**config.mk**
```make
export PLATFORM = sky130hd
export DESIGN_NAME = uart_rx_core
export DESIGN_NICKNAME = d
export VERILOG_FILES = /design/src/rtl/uart_pkg.sv /design/src/rtl/uart_sync.sv /design/src/rtl/uart_rx_core.sv
export SDC_FILE = /design/constraint.sdc
export NUM_CORES = 1
export LEC_CHECK = 0
export BUFFER_PORTS_ARGS = -buffer_cell sky130_fd_sc_hd__clkbuf_2
export CAP_MARGIN = 15
export CORE_MARGIN = 2
export CORE_UTILIZATION = 30
export DETAILED_ROUTE_END_ITERATION = 12
export PLACE_DENSITY = 0.6
export SYNTH_ARGS = -nofsm -noshare
export SYNTH_HDL_FRONTEND = slang
export SYNTH_SLANG_ARGS = --single-unit
```
**constraint.sdc**
```tcl
create_clock -name i_clk -period 2 [get_ports i_clk]
set_clock_uncertainty 0.2 [all_clocks]
set_input_delay 0.4 -clock i_clk [delete_from_list [all_inputs] [get_ports i_clk]]
set_output_delay 0.4 -clock i_clk [all_outputs]
set_load 0.01 [all_outputs]
```
**src/rtl/uart_pkg.sv**
```systemverilog
// Shared UART definitions: receiver state encoding, counter sizing helper and line idle level.
package uart_pkg;

  typedef enum logic [2:0] {
    RX_IDLE,
    RX_START,
    RX_DATA,
    RX_STOP,
    RX_WAIT_IDLE
  } rx_state_t;

  localparam logic UART_IDLE_LEVEL = 1'b1;

  // Width of a down-counter that must hold values 0..cycles-1.
  function automatic int cnt_width(input int cycles);
    return (cycles > 2) ? $clog2(cycles) : 1;
  endfunction

endpackage

```
**src/rtl/uart_sync.sv**
```systemverilog
// Multi-flop synchronizer for an asynchronous single-bit input, with selectable reset level.
module uart_sync #(
  parameter int   STAGES  = 2,
  parameter logic RST_VAL = 1'b0
) (
  input  logic i_clk,
  input  logic i_rst_n,
  input  logic i_d,
  output logic o_q
);

  logic [STAGES-1:0] sync_q;

  always_ff @(posedge i_clk) begin
    if (!i_rst_n) begin
      sync_q <= {STAGES{RST_VAL}};
    end else begin
      sync_q <= {sync_q[STAGES-2:0], i_d};
    end
  end

  assign o_q = sync_q[STAGES-1];

endmodule

```
**src/rtl/uart_rx_core.sv**
```systemverilog
// UART receiver: synchronizes the line, samples mid-bit, and holds each byte in a
// one-entry output register. o_valid is a level; i_ack while o_valid is high frees it.
module uart_rx_core
  import uart_pkg::*;
#(
  parameter int DATA_BITS      = 8,
  parameter int CYCLES_PER_BIT = 108,
  parameter int SYNC_STAGES    = 2
) (
  input  logic                 i_clk,
  input  logic                 i_rst_n,
  input  logic                 i_rx_w,
  input  logic                 i_ack,
  output logic [DATA_BITS-1:0] o_data,
  output logic                 o_valid,
  output logic                 o_frame_err,
  output logic                 o_overrun,
  output logic                 o_busy
);

  localparam int CNT_W = cnt_width(CYCLES_PER_BIT);
  localparam int IDX_W = $clog2(DATA_BITS + 1);
  localparam logic [CNT_W-1:0] HALF_M1  = CNT_W'(CYCLES_PER_BIT / 2 - 1);
  localparam logic [CNT_W-1:0] BIT_M1   = CNT_W'(CYCLES_PER_BIT - 1);
  localparam logic [IDX_W-1:0] LAST_IDX = IDX_W'(DATA_BITS - 1);

  logic                 rx_s;
  rx_state_t            state;
  logic [CNT_W-1:0]     cnt;
  logic [IDX_W-1:0]     bit_idx;
  logic [DATA_BITS-1:0] shift;
  logic                 deliver_p;
  logic                 ferr_p;

  uart_sync #(
    .STAGES  (SYNC_STAGES),
    .RST_VAL (UART_IDLE_LEVEL)
  ) u_sync (
    .i_clk   (i_clk),
    .i_rst_n (i_rst_n),
    .i_d     (i_rx_w),
    .o_q     (rx_s)
  );

  // Sampling FSM; deliver_p/ferr_p flag the stop-sample outcome for the output stage.
  always_ff @(posedge i_clk) begin
    if (!i_rst_n) begin
      state     <= RX_IDLE;
      cnt       <= '0;
      bit_idx   <= '0;
      shift     <= '0;
      deliver_p <= 1'b0;
      ferr_p    <= 1'b0;
      o_busy    <= 1'b0;
    end else begin
      deliver_p <= 1'b0;
      ferr_p    <= 1'b0;
      case (state)
        RX_IDLE: begin
          if (rx_s != UART_IDLE_LEVEL) begin
            cnt    <= HALF_M1;
            state  <= RX_START;
            o_busy <= 1'b1;
          end
        end
        RX_START: begin
          if (cnt != '0) begin
            cnt <= cnt - 1'b1;
          end else if (rx_s == UART_IDLE_LEVEL) begin
            state  <= RX_IDLE;
            o_busy <= 1'b0;
          end else begin
            cnt     <= BIT_M1;
            bit_idx <= '0;
            state   <= RX_DATA;
          end
        end
        RX_DATA: begin
          if (cnt != '0) begin
            cnt <= cnt - 1'b1;
          end else begin
            shift   <= {rx_s, shift[DATA_BITS-1:1]};
            cnt     <= BIT_M1;
            bit_idx <= bit_idx + 1'b1;
            if (bit_idx == LAST_IDX) begin
              state <= RX_STOP;
            end
          end
        end
        RX_STOP: begin
          if (cnt != '0) begin
            cnt <= cnt - 1'b1;
          end else if (rx_s == UART_IDLE_LEVEL) begin
            deliver_p <= 1'b1;
            state     <= RX_IDLE;
            o_busy    <= 1'b0;
          end else begin
            ferr_p <= 1'b1;
            state  <= RX_WAIT_IDLE;
          end
        end
        RX_WAIT_IDLE: begin
          // A held-low line (break) must return high before a new start is accepted.
          if (rx_s == UART_IDLE_LEVEL) begin
            state  <= RX_IDLE;
            o_busy <= 1'b0;
          end
        end
        default: begin
          state  <= RX_IDLE;
          o_busy <= 1'b0;
        end
      endcase
    end
  end

  // Output register: a delivery always wins over i_ack; overwriting an unacked byte flags overrun.
  always_ff @(posedge i_clk) begin
    if (!i_rst_n) begin
      o_data      <= '0;
      o_valid     <= 1'b0;
      o_frame_err <= 1'b0;
      o_overrun   <= 1'b0;
    end else begin
      o_frame_err <= ferr_p;
      o_overrun   <= deliver_p & o_valid & ~i_ack;
      if (deliver_p) begin
        o_data  <= shift;
        o_valid <= 1'b1;
      end else if (i_ack) begin
        o_valid <= 1'b0;
      end
    end
  end

endmodule

```
Yosys cells after proc, flatten, opt, wreduce, memory -nomap -nowiden

Index checks and enable logic that the tools add are counted.

Bitwise operators: 7
Shifts and indexed selects: 0
Equal/unequal tests: 15
Multipliers: 0
Divide/modulo/power cells: 0
Order comparisons: 0
$add $sub $neg: 2
Mux-type cells: 27
Reduce and logical (&&, ||, !) cells: 12

Operators with widths:

| kind                  | number |
|---|---|
| $mux W7               | 5 |
| $pmux W7 S4           | 1 |
| $mux W3               | 7 |
| $ne A2 B2 Y1 const B  | 8 |
| $pmux W3 S5           | 1 |
| $mux W4               | 3 |
| $pmux W4 S2           | 1 |
| $reduce_and A4 Y1     | 2 |
| $mux W1               | 7 |
| $reduce_bool A7 Y1    | 1 |
| $sub A7 B1 Y7 const B | 1 |
| $eq A3 B2 Y1 const B  | 2 |
| $reduce_and A6 Y1     | 1 |
| $not A1 Y1            | 5 |
| $add A4 B1 Y4 const B | 1 |
| $eq A4 B3 Y1 const B  | 1 |
| $pmux W1 S4           | 1 |
| $reduce_bool A2 Y1    | 2 |
| $reduce_bool A4 Y1    | 1 |
| $eq A3 B1 Y1 const B  | 1 |
| $eq A3 B3 Y1 const B  | 1 |
| $logic_not A3 Y1      | 1 |
| $ne A3 B3 Y1 const B  | 1 |
| $reduce_and A3 Y1     | 1 |
| 6 further kinds       | 7 |

Bits in registers: 38
Bits in read-only memories: 0
Latch bits: 0
Output and inout bits: 12
Memory bits (writable): 0
Memories kept: 0
Logic and storage cells: 75

Longest topological paths before layout

Gate-level depths: netlist (run 1).

Depth in word-level cells: 4
Gate-level depth with buffers: 7

Hierarchy

Synthesis (run 1) repeated with hierarchy kept, for this count alone.

Cells, all modules: 191
Area, all modules: 1,665.3 µm²

Modules (own cells, without submodules):

| module       | area an instance (µm²) | cells each | instances | seq. area each (µm²) |
|---|---|---|---|---|
| uart_rx_core | 1,612.8                | 187        | 1         | 720.7 |
| uart_sync    | 52.6                   | 4          | 1         | 40.0 |

Worst setup path after synthesis (run 1)

OpenSTA, ideal clock, no wires.

Path kind: register to register
Start point: register cnt[2]
End point: register bit_idx[2]
Required time: 1,726 ps
Path buffers: 2
Cell stages (with the launch flop): 7
Arrival: 1,928 ps
Path slack: -202 ps
Cell sequence: dfxtp_1 -> or4_1 -> buf_2 -> or4_4 -> buf_6 -> o211a_1 -> nor3_2

Cells in the longest elaborated chain, start to end: 3

RTL lines:

| element                              | RTL line                               | text |
|---|---|---|
| start: declaration                   | uart_rx_core.sv:29                     | `logic [CNT_W-1:0] cnt;` |
| start signal: assignment             | uart_rx_core.sv:68                     | `cnt <= cnt - 1'b1;` |
| start signal: assignment             | uart_rx_core.sv:80                     | `cnt <= cnt - 1'b1;` |
| start signal: assignment             | uart_rx_core.sv:92                     | `cnt <= cnt - 1'b1;` |
| $reduce_bool A7 Y1 *                 | uart_rx_core.sv:67, uart_rx_core.sv:79 |  |
| $ne A2 B2 Y1 (no source line)        | -                                      |  |
| $reduce_and A4 Y1 (no source line) * | -                                      |  |
| end signal: assignment               | uart_rx_core.sv:84                     | `bit_idx <= bit_idx + 1'b1;` |
| end: declaration                     | uart_rx_core.sv:30                     | `logic [IDX_W-1:0] bit_idx;` |

Mark *: on every way between the ends. The rest lies on a longest branch, timed or not.
A chain may end at the register's enable or synchronous reset.

Worst setup path in the final report (run 1)

Same ends and word-level chain as after synthesis.

==> impl_metrics.json, run 1 <==
{
  "yosysSeqAreaShare_pct": 44.48,
  "wl_per_cell_um": 12.78,
  "final_cells": 302,
  "drt_iter0_markers": 34,
  "initial_core_util_pct": 31.06,
  "cp.required_ps": 2010,
  "dr.pass1.iters": 4,
  "cts_tree": "done",
  "slowest_delay_ps": 590,
  "avgSynthCellArea_um2": 8.682,
  "ys_ff_latch": 38,
  "cp-startpoint": "cnt[2]",
  "post_route_cells_drive_above_1_share_pct": 26.96,
  "r2r-start": "cnt[2]",
  "die_w_um": 79.51,
  "hold_viol": 0,
  "syn_nets": 204,
  "ys_types": 48,
  "fillers": 567,
  "dieArea_um2": 6321,
  "maxCapViolCount": 0,
  "synthTopCellsByArea": "dfxtp_1 44%, mux2i_1 5.3%, nand2_1 5.0%",
  "cp.arrival_ps": 1990,
  "min_path_type": "in -> reg",
  "crit_type": "reg -> reg",
  "final_common_cell": "dfxtp_1",
  "grt_usage_pct": 13.27,
  "crit_top_cell": "or4_4",
  "status": "finished, final reports clean",
  "ios": 16,
  "leakagePower_nw": 0.8584,
  "slowest_stage": "or4_4",
  "placedCellCount": 295,
  "path_max_fanout": 7,
  "clockBufferDepth": 2,
  "seqCellArea_um2": 762.0,
  "cts_setup_buffers": 0,
  "yosysWarnings": 0,
  "fin_crit_ps": 1972,
  "fin_nets": 237,
  "ir_drop_mv": 0.5763,
  "holdCritStartpoint": "i_rx_w",
  "grt_pass1_vias": 1430,
  "max_freq_mhz": 507.2,
  "worstSetupEndpointType": "register",
  "tightest_slew_ps": 546.5,
  "synth_edf_count": 0,
  "drtAntennaViolNets": 0,
  "multi_input_area_um2": 923.4,
  "async_flop_share_pct": 0,
  "cts_root_buf": "clkbuf_8",
  "portBuffers": 15,
  "cts.clk_slew.worst_paths_ps": 80,
  "drv_slew": 0,
  "core_um2": 5507,
  "relSlewSlack_pct": 63.51,
  "antenna_found_initial": 0,
  "setup_viol": 0,
  "synth_area_leader_cell": "dfxtp_1",
  "fin_tns_setup_ps": 0,
  "cts.htree.levels": 2,
  "synthToLayoutAreaGrowth_pct": 26.85,
  "final_cell_mix": "37 x dfxtp_1, 22 x nor2_1, 21 x buf_4, 18 x nand2_1, 15 x clkbuf_2",
  "clkLatencyLatePin_ps": 280,
  "synth_top_area_share_pct": 44.48,
  "rsz0062_at_grt": "yes",
  "ys.flop_type": "dfxtp_1",
  "syn_inst": 197,
  "vias_per_cell": 5.020,
  "clock-sinks": 38,
  "syn_area_um2": 1710,
  "routed_wirelength_um": 3859,
  "path_cells": "or4_4 -> or4_4 -> o211a_1 -> nor3_2",
  "num_vias": 1516,
  "timing.final.crit_share_pct": 98.59,
  "grt_pass1_wl_um": 6734,
  "grt-ovfl-total": 0,
  "cts_made_buffers": 5,
  "diodes": 0,
  "drc_errors": 0,
  "rows": 27,
  "grt_max_degree": 19,
  "finalWeightedCongestion": 0.8475,
  "p_per_area_nw_per_um2": 1171,
  "hpwl_um": 2632,
  "die_y_um": 79.51,
  "total_power_w": 0.002540,
  "worstSetupStartpointType": "register"
}
-- registers in the layout (all words and copies together), names as in the netlist --
| name | count |
|---|---|
| o_data | 8 |
| shift | 8 |
| cnt | 7 |
| bit_idx | 4 |
| state | 3 |
| u_sync.sync_q | 2 |
| deliver_p | 1 |
| ferr_p | 1 |
| o_busy | 1 |
| o_frame_err | 1 |
| o_overrun | 1 |
| o_valid | 1 |
-- where the power goes --
part	switching, W	leakage (nW)	internal, W
Combinational	0.000521	0.492	0.000475
Sequential	0.0000489	0.309	0.000833
Clock	0.000264	0.0573	0.000399
-- cell type report --
| class | instances | area share, % |
|---|---|---|
| Sequential cell | 38 | 35.12 |
| Tap cell | 72 | 4.152 |
| Clock inverter | 1 | 1.384 |
| Multi-Input combinational cell | 140 | 42.56 |
| Timing Repair Buffer | 38 | 11.76 |
| Clock buffer | 6 | 3.806 |
| Inverter | 7 | 1.211 |
-- per-stage QoR --
step	area [um2]	setup WS (ps)	hold slack (ps)	utilization (%)
detailed placement	1996	-64.19	208.1	36.24
floorplan	1720	-96.81	186.3	-
finish	2170	28.21	90.81	39.40
CTS	2137	18.68	87.86	38.81
global route	2170	-37.96	95.51	39.40
global placement	1996	-94.42	193.1	36.24
-- synthesized netlist by cell type, types with 2 or more instances --
master / number
nor3_1: 5
or4_1: 2
buf_2: 2
nor2b_1: 3
ha_1: 3
and3_1: 3
nand2_1: 23
clkbuf_1: 5
a211oi_1: 2
o31ai_1: 2
a2111oi_0: 3
and2_1: 2
nor4b_1: 3
dfxtp_1: 38
nand3_1: 2
nor4_1: 3
a21oi_1: 15
o21ai_0: 6
nor2_1: 23
xnor2_1: 2
nand2b_1: 5
mux2i_1: 9
inv_1: 6
o211a_1: 3
buf_1: 4
-- per-layer routing --
layer  share of wire, %  track usage, %  wire length (um)  vias to the layer above
li1                   -               -                 -                      765
met3                2.6           3.054                99                        4
met4               0.75           3.103                29                        0
met2                 48           22.10              1865                       19
met5                  0               0                 0                        -
met1                 48           17.36              1864                      728
-- logic make-up after synthesis --
family                     after synthesis  share of synthesized area [%]
adders and majority gates                3                          2.195
xor gates and xnor gates                 2                          1.024
DFF                                     38                          44.48
AOI/OAI and AO/OA                       46                          18.66
buffers and inverters                   19                          4.754
and+or+nand+nor                         80                          23.63
muxes                                    9                          5.267
-- worst max-delay path: cells and delay by family, from the launching register on --
| kind | cells | cell delay (ps) |
|---|---|---|
| and+or+nand+nor | 3 | 1130 |
| DFF | 1 | 320 |
| AOI/OAI and AO/OA | 1 | 250 |
-- timing repair --
| item | 4_1_cts | 5_1_grt |
|---|---|---|
| hold buffers | 0 | 0 |
| gates resized for setup | 7 | 8 |
| hold endpoints to repair | 0 | 0 |
| pin swaps | 0 | 2 |
| endpoints found under the setup margin | 19 | 18 |
-- worst paths after layout --
check | to | slack, ps | depth (start not counted)
worst max-delay path | bit_idx[2] | 30 | 4
worst min-delay path | u_sync.sync_q[0] | 90 | 2
worst max register to register | bit_idx[2] | 30 | 4
worst min register to register | u_sync.sync_q[1] | 220 | 1
(Power assumes the default switching activity.)
==> run 2: changes to the inputs <==
--- a/config.mk
+++ b/config.mk
@@ -11,6 +11,8 @@
 export CORE_UTILIZATION = 30
 export DETAILED_ROUTE_END_ITERATION = 12
 export PLACE_DENSITY = 0.6
+export RECOVER_POWER = 25
+export SLEW_MARGIN = 20
 export SYNTH_ARGS = -nofsm -noshare
 export SYNTH_HDL_FRONTEND = slang
 export SYNTH_SLANG_ARGS = --single-unit
==> impl_metrics.json, run 2 (same netlist as run 1, synthesis figures left out) <==
{
  "p_per_area_nw_per_um2": 1171,
  "min_path_type": "in -> reg",
  "cts.clk_slew.worst_paths_ps": 80,
  "final_area_um2": 2168,
  "die_y_um": 79.51,
  "cp.arrival_ps": 1990,
  "initial_core_util_pct": 31.06,
  "drtAntennaViolNets": 0,
  "worstSetupStartpointType": "register",
  "top_regs": "o_data (8), shift (8), cnt (7)",
  "final_common_cell": "dfxtp_1",
  "cp.required_ps": 2010,
  "grt_usage_pct": 13.27,
  "total_power_w": 0.002540,
  "dieArea_um2": 6321,
  "worstSetupEndpointType": "register",
  "diodes": 0,
  "antenna_found_initial": 0,
  "die_w_um": 79.51,
  "maxCapViolCount": 0,
  "setup_viol": 0,
  "cts_root_buf": "clkbuf_8",
  "cts_made_buffers": 5,
  "clockBufferDepth": 2,
  "hold_viol": 0,
  "drv_slew": 0,
  "fin_nets": 237,
  "fin_tns_setup_ps": 0,
  "max_freq_mhz": 507.2,
  "place_area_um2": 1996,
  "finalWorstSetupSlack_ps": 28.21,
  "tightest_slew_ps": 546.5,
  "hpwl_um": 2632,
  "ir_drop_mv": 0.5763,
  "wl_per_cell_um": 12.77,
  "ios": 16,
  "cts.htree.levels": 2,
  "fillers": 566,
  "post_route_cells_drive_above_1_share_pct": 26.52,
  "place_ws_ps": -64.19,
  "final_cell_mix": "37 x dfxtp_1, 22 x nor2_1, 21 x buf_4, 18 x nand2_1",
  "status": "finished, final reports clean",
  "vias_per_cell": 5.020,
  "path_max_fanout": 7,
  "clkLatencyLatePin_ps": 280,
  "core_um2": 5507,
  "grt-ovfl-total": 0,
  "leakagePower_nw": 0.8550,
  "drc_errors": 0,
  "crit_type": "reg -> reg",
  "fin_crit_ps": 1972,
  "cts_tree": "done",
  "routed_wirelength_um": 3858,
  "clock-sinks": 38,
  "synthToLayoutAreaGrowth_pct": 26.77,
  "grt_max_degree": 19,
  "timing.final.crit_share_pct": 98.59,
  "grt_pass1_vias": 1430,
  "portBuffers": 15,
  "relSlewSlack_pct": 63.51,
  "grt_pass1_wl_um": 6734,
  "cts_hold_buf": 0,
  "finalWeightedCongestion": 0.8475,
  "rows": 27,
  "rsz0062_at_grt": "yes",
  "num_vias": 1516,
  "dr.pass1.iters": 4,
  "drt_iter0_markers": 34
}
run 2: changes by cell type in the layout (fill, tap and decap cells not counted):
| cell | previous run | this run |
|---|---|---|
| clkbuf_1 | 0 | 1 |
| clkbuf_2 | 15 | 14 |
run 2: what timing repair did:
| action | 4_1_cts | 5_1_grt |
|---|---|---|
| endpoints found under the setup margin | 19 | 18 |
| buffers inserted | 0 | 0 |
| pin swaps | 0 | 2 |
| resized for setup | 7 | 8 |
| gates cloned | 0 | 0 |
run 2: layout make-up:
| cell class | count | area, um2 | share of cell area (%) |
|---|---|---|---|
| timing repair buffer | 38 | 254.0 | 11.71 |
| clock inverter | 1 | 30.03 | 1.385 |
| multi-input combinational | 140 | 923.4 | 42.59 |
| inverter | 7 | 26.28 | 1.212 |
| sequential | 38 | 762.0 | 35.14 |
| tap | 72 | 90.09 | 4.155 |
| clock buffer | 6 | 82.58 | 3.808 |
run 2: report_power, final:
part,internal (W),total (W),switching [W]
clock,0.000399,0.000663,0.000264
combinational,0.000475,0.000995,0.000521
sequential,0.000833,0.000882,0.0000489
total,0.00171,0.00254,0.000834
run 2: path summary, 6_finish.rpt:
path / slack [ps] / cells past startpoint / start / end
setup / recovery: 30 / 4 / cnt[2] / bit_idx[2]
hold / removal: 90 / 2 / i_rx_w / u_sync.sync_q[0]
setup reg to reg: 30 / 4 / cnt[2] / bit_idx[2]
hold reg to reg: 220 / 1 / u_sync.sync_q[0] / u_sync.sync_q[1]
run 2: layer usage:
| layer | track usage [%] | part of all wire, % | vias to the layer above |
|---|---|---|---|
| met5 | 0 | 0 | - |
| met4 | 3.103 | 0.75 | 0 |
| met3 | 3.054 | 2.6 | 4 |
| met2 | 22.10 | 48 | 19 |
| met1 | 17.36 | 48 | 728 |
| li1 | - | - | 765 |
run 2: worst max-delay path, cell delays in order (launching register included):
cell     delay, ps
dfxtp_2        320
or4_4          590
or4_4          460
o211a_1        250
nor3_2          80
run 2: stage by stage:
| step | util [%] | hold WS, ps | instances |
|---|---|---|---|
| after floorplan | - | 186.3 | 197 |
| after global placement | 36.24 | 193.1 | 295 |
| after detailed placement | 36.24 | 208.1 | 295 |
| after CTS | 38.81 | 87.86 | 302 |
| after global routing | 39.38 | 95.51 | 302 |
| final | 39.38 | 90.81 | 302 |
